===== config.mk =====
export PLATFORM = sky130hd
export DESIGN_NAME = conv_win_ctrl
export DESIGN_NICKNAME = d
export VERILOG_FILES = /design/src/rtl/conv_win_ctrl.sv
export SDC_FILE = /design/constraint.sdc
export NUM_CORES = 1
export LEC_CHECK = 0
export BUFFER_PORTS_ARGS = -buffer_cell sky130_fd_sc_hd__buf_2
export CORE_MARGIN = 10
export CORE_UTILIZATION = 58
export DETAILED_ROUTE_END_ITERATION = 8
export PLACE_DENSITY = 0.89
export SLEW_MARGIN = 20
export SYNTH_ARGS = -nofsm -noshare
export SYNTH_HDL_FRONTEND = slang
export SYNTH_SLANG_ARGS = --single-unit

===== constraint.sdc =====
create_clock -name clk_i -period 11.3 [get_ports clk_i]
set_input_delay 2.26 -clock clk_i [delete_from_list [all_inputs] [get_ports clk_i]]
set_output_delay 2.26 -clock clk_i [all_outputs]
set_load 0.01 [all_outputs]

===== src/rtl/conv_win_ctrl.sv =====
// Sequencer for the 3x3 conv MAC: loads weights, builds 3x3 windows from a raster
// pixel stream with two line buffers, and collects/ReLUs the MAC sums.
//
// state  | meaning
// IDLE   | waiting for a start with a legal image size
// LOAD_W | capturing w_0..w_8 on wgt_valid_i
// RUN    | accepting pixels, forming and issuing windows
// DRAIN  | two cycles letting the last window's sum return
// DONE   | final result leaves, done_o pulses
module conv_win_ctrl #(
   parameter int MAX_W   = 32,
   parameter int DW      = 8,
   parameter int SUM_W   = 64,
   parameter bit RELU_EN = 1'b1
) (
   input  logic             clk_i,
   input  logic             rst_i,
   input  logic             start_i,
   input  logic [5:0]       img_w_i,
   input  logic [5:0]       img_h_i,
   input  logic             wgt_valid_i,
   input  logic [DW-1:0]    wgt_data_i,
   input  logic             pix_valid_i,
   output logic             pix_ready_o,
   input  logic [DW-1:0]    pix_data_i,
   output logic [9*DW-1:0]  win_o,
   output logic [9*DW-1:0]  wgt_o,
   output logic             win_valid_o,
   input  logic [SUM_W-1:0] conv_sum_i,
   output logic             out_valid_o,
   output logic [SUM_W-1:0] out_data_o,
   output logic             busy_o,
   output logic             done_o,
   output logic             err_o
);

   localparam int         AW     = (MAX_W > 1) ? $clog2(MAX_W) : 1;
   localparam logic [6:0] MAX_W7 = 7'(MAX_W);

   typedef enum logic [2:0] {IDLE, LOAD_W, RUN, DRAIN, DONE} state_t;

   state_t        state;
   logic [5:0]    w_q;
   logic [5:0]    h_q;
   logic [5:0]    col;
   logic [5:0]    row;
   logic [3:0]    wgt_cnt;
   logic          drain_cnt;
   logic          sum_valid;
   logic          accept;
   logic          cfg_ok;
   logic          last_col;
   logic          last_row;
   logic [AW-1:0] lb_addr;
   logic [DW-1:0] col_top;
   logic [DW-1:0] col_mid;
   logic [DW-1:0] lb1 [MAX_W];
   logic [DW-1:0] lb2 [MAX_W];

   assign accept   = (state == RUN) && pix_ready_o && pix_valid_i;
   assign cfg_ok   = (img_w_i >= 6'd3) && ({1'b0, img_w_i} <= MAX_W7) && (img_h_i >= 6'd3);
   assign last_col = (col == w_q - 6'd1);
   assign last_row = (row == h_q - 6'd1);
   assign lb_addr  = col[AW-1:0];
   assign col_top  = lb2[lb_addr];
   assign col_mid  = lb1[lb_addr];

   // lb1 holds row r-1 and lb2 row r-2 at each column; contents need no reset
   always_ff @(posedge clk_i) begin
      if (accept) begin
         lb2[lb_addr] <= col_mid;
         lb1[lb_addr] <= pix_data_i;
      end
   end

   always_ff @(posedge clk_i or posedge rst_i) begin
      if (rst_i) begin
         state       <= IDLE;
         w_q         <= '0;
         h_q         <= '0;
         col         <= '0;
         row         <= '0;
         wgt_cnt     <= '0;
         drain_cnt   <= 1'b0;
         pix_ready_o <= 1'b0;
         win_o       <= '0;
         wgt_o       <= '0;
         win_valid_o <= 1'b0;
         sum_valid   <= 1'b0;
         out_valid_o <= 1'b0;
         out_data_o  <= '0;
         busy_o      <= 1'b0;
         done_o      <= 1'b0;
         err_o       <= 1'b0;
      end else begin
         err_o       <= 1'b0;
         done_o      <= 1'b0;
         win_valid_o <= 1'b0;
         sum_valid   <= win_valid_o;
         out_valid_o <= sum_valid;
         if (sum_valid) begin
            out_data_o <= (RELU_EN && conv_sum_i[SUM_W-1]) ? '0 : conv_sum_i;
         end

         // window shifts left one column per accepted pixel; new column enters at the right
         if (accept) begin
            for (int k = 0; k < 3; k++) begin
               win_o[DW*(3*k)   +: DW] <= win_o[DW*(3*k+1) +: DW];
               win_o[DW*(3*k+1) +: DW] <= win_o[DW*(3*k+2) +: DW];
            end
            win_o[DW*2 +: DW] <= col_top;
            win_o[DW*5 +: DW] <= col_mid;
            win_o[DW*8 +: DW] <= pix_data_i;
            win_valid_o       <= (row >= 6'd2) && (col >= 6'd2);
            if (last_col) begin
               col <= '0;
               row <= row + 6'd1;
            end else begin
               col <= col + 6'd1;
            end
         end

         case (state)
            IDLE: begin
               if (start_i) begin
                  if (cfg_ok) begin
                     w_q     <= img_w_i;
                     h_q     <= img_h_i;
                     wgt_cnt <= '0;
                     busy_o  <= 1'b1;
                     state   <= LOAD_W;
                  end else begin
                     err_o <= 1'b1;
                  end
               end
            end
            LOAD_W: begin
               if (wgt_valid_i) begin
                  for (int i = 0; i < 9; i++) begin
                     if (wgt_cnt == 4'(i)) wgt_o[DW*i +: DW] <= wgt_data_i;
                  end
                  if (wgt_cnt == 4'd8) begin
                     pix_ready_o <= 1'b1;
                     col         <= '0;
                     row         <= '0;
                     state       <= RUN;
                  end else begin
                     wgt_cnt <= wgt_cnt + 4'd1;
                  end
               end
            end
            RUN: begin
               if (accept && last_col && last_row) begin
                  pix_ready_o <= 1'b0;
                  drain_cnt   <= 1'b1;
                  state       <= DRAIN;
               end
            end
            DRAIN: begin
               if (drain_cnt == 1'b0) begin
                  done_o <= 1'b1;
                  state  <= DONE;
               end else begin
                  drain_cnt <= 1'b0;
               end
            end
            DONE: begin
               busy_o <= 1'b0;
               state  <= IDLE;
            end
            default: state <= IDLE;
         endcase
      end
   end

endmodule

==> results.sh <==
export IMPL_grt_max_degree=161
export IMPL_avgViaCountPerCell=6.35
export IMPL_path_cells="buf_2, nand2_1, nor3_4, buf_4, buf_4, nand2_1, nor2_1, buf_4"
export IMPL_worstSetupEndpointType="flip-flop"
export IMPL_cp_num_buf_inv=4
export IMPL_power_switching_mw=2.88
export IMPL_final_net_count=2119
export IMPL_start_kind="input port"
export IMPL_multiInputGateArea_mm2=0.00723
export IMPL_drc=0
export IMPL_clockPowerShare_pct=27.9
export IMPL_slew_violations=0
export IMPL_ys_async_sr_fraction_pct=32.5
export IMPL_h_tree_depth=3
export IMPL_start_util_pct=58.7
export IMPL_synth_nets=1767
export IMPL_power_total_mw=8.97
export IMPL_outcome="finished, final reports clean"
export IMPL_internal_power_mw=6.09
export IMPL_fp_dieW_um=245
export IMPL_yosys_warnings=0
export IMPL_comb_power_share_pct=27.4
export IMPL_cp_max_fo=59
export IMPL_rsz0062_at_grt="no"
export IMPL_finalHoldViolations=0
export IMPL_p_sw_share_pct=32.1
export IMPL_ant_nets=0
export IMPL_antenna_found_initial=1
export IMPL_worst_ep_arrival_time_ps=5450
export IMPL_synth_seq_area_share_pct=73.1
export IMPL_required_ps=11600
export IMPL_p_leak_nw=13.3
export IMPL_worst_slew_pin_slew_ps=1060
export IMPL_area_growth_syn_to_layout_pct=16.7
export IMPL_seqPwrFrac_pct=44.7
export IMPL_critPathMostFrequentCell="buf_4"
export IMPL_dpl_cell_count=2607
export IMPL_syn_inst=1658
export IMPL_wirelength_mm=76.7
export IMPL_synth_edf_count=512
export IMPL_stdcell_count=2738
export IMPL_finClkSkew_ps=34.5
export IMPL_dp_hpwl_mm=47.1
export IMPL_num_vias=17400
export IMPL_finalSetupViolCount=0
export IMPL_worst_path_largest_cell_delay_ps=840
export IMPL_fin_tns_setup_ps=0
export IMPL_root_buffer="clkbuf_16"
export IMPL_holdBufCountCts=0
export IMPL_ys_seq_elements=758
export IMPL_critical_path_top_delay_family="simple AND/OR/NAND/NOR gates"
export IMPL_io_pins=311
export IMPL_fin_crit_ps=5150
export IMPL_cts_buffers=72
export IMPL_synth_main_ff_cell="edfxtp_1"
export IMPL_gp_congestion=0.869
export IMPL_path_clk_slew_ps=60
export IMPL_grt_pass1_vias=17600
export IMPL_fp_dieH_um=245
export IMPL_cts_path_max_buffers=3
export IMPL_cts_setup_buffers=0
export IMPL_layout_common_cells="512 x edfxtp_1, 309 x buf_2, 244 x dfrtp_1"
export IMPL_io_buffers=309
export IMPL_regArea_mm2=0.0215
export IMPL_num_fill_cells=2887
export IMPL_grtUsageTotal_pct=25.1
export IMPL_grt_pass1_wl_mm=114
export IMPL_overflow=0
export IMPL_maxCapViolations=0
export IMPL_cts_sinks=758
export IMPL_vdd_drop_max_uv=212
export IMPL_first_pass_iters=9
export IMPL_synth_cell_types=61
export IMPL_num_rows=82
export IMPL_cts_tree="built"
export IMPL_post_drt_wl_per_cell_um=28.0
export IMPL_clock_latency_ps=610
export IMPL_layout_commonest_cell="edfxtp_1"
export IMPL_hp_class="flip-flop to flip-flop"
export IMPL_core_area_mm2=0.0502
export IMPL_dieArea_mm2=0.0602
export IMPL_setup_ws_ps=6150
export IMPL_cts_resized=0
export IMPL_finalCritPeriodShare_pct=45.6
export IMPL_place_ws_ps=5750
export IMPL_powerDensity_mw_per_mm2=261
export IMPL_syn_area_per_cell_um2=17.8
export IMPL_drive_gt1_share_pct=36.7
export IMPL_cp_slowest_cell="nor2_1"
export IMPL_drt_iter0_markers=2203
export IMPL_crit_type="input port to flip-flop"
export IMPL_fmax_mhz=194
export IMPL_slew_headroom_pct=29.5
export IMPL_syn_area_mm2=0.0294
cell usage after synthesis, types with 15 or more instances:
cell | n | area [um^2]
mux4_2 | 122 | 2750
o21ai_0 | 65 | 325
nand4_1 | 17 | 106
mux2i_1 | 18 | 180
nand2_1 | 95 | 357
dfrtp_1 | 246 | 6160
a22oi_1 | 42 | 315
inv_1 | 79 | 297
edfxtp_1 | 512 | 15400
buf_2 | 27 | 135
mux2_2 | 148 | 1670
clkbuf_1 | 43 | 161
nand3_1 | 15 | 75.1
nor2_1 | 51 | 191
power by group through the flow:
stage | sequential (mW) | clock, mW | combinational, mW
floorplan | 4.00 | 0 | 1.43
global placement | 4.02 | 0 | 2.26
detailed placement | 4.04 | 0 | 2.37
CTS | 4.00 | 2.53 | 2.43
global route | 4.04 | 2.63 | 2.59
finish | 4.01 | 2.50 | 2.46
cell families after synthesis:
kind of cell               share of synthesized area (%)
DFF                                                 73.1
muxes                                               15.6
and+or+nand+nor                                     3.99
AOI/OAI and AO/OA                                   3.71
buffers and inverters                               2.39
xor gates and xnor gates                           0.654
adders and majority gates                          0.510
other                                             0.0127
flip-flops by register name, indices dropped and copies added (netlist names), 3 cells and up:
register    cells
lb1           256
lb2           256
wgt_o          72
win_o          72
out_data_o     63
col             6
h_q             6
row             6
w_q             6
wgt_cnt         4
state           3
worst paths after layout:
check / start / endpoint / slack [ps] / depth (start not counted)
worst max register to register: col[1] / win_o[42] / 7370 / 6
min in group asynchronous: rst_i / out_data_o[4] / 1750 / 2
worst min-delay path: win_o[26] / win_o[26] / 500 / 1
max in group asynchronous: rst_i / win_o[67] / 8320 / 3
worst max-delay path: pix_valid_i / lb1[21][3] / 6150 / 8
worst min register to register: win_o[26] / win_o[26] / 500 / 1
final cells by class:
cell class	instances	share of cell area (%)
Tap cell	672	2.45
Timing Repair Buffer	362	5.72
Inverter	79	0.900
Clock inverter	44	1.35
Clock buffer	84	5.81
Multi-Input combinational cell	737	21.1
Antenna cell	2	0.0146
Sequential cell	758	62.7
through the flow:
stage | util [%] | hold slack [ps] | cell area [um^2]
after detailed placement | 63.5 | 489 | 31900
after CTS | 68.4 | 504 | 34300
after global routing | 68.5 | 503 | 34300
final | 68.5 | 503 | 34400
after global placement | 63.5 | 472 | 31900
after floorplan | - | 370 | 29400
metal layers:
layer  vias up  part of all wire (%)  GRT usage, %
met5         -                     0             0
met4         0                   3.9          9.92
met3       217                    11          5.97
met2      1291                    50          42.3
met1      8795                    35          31.0
li1       7072                     -             -
No activity file was read; power rests on OpenSTA's default activity.
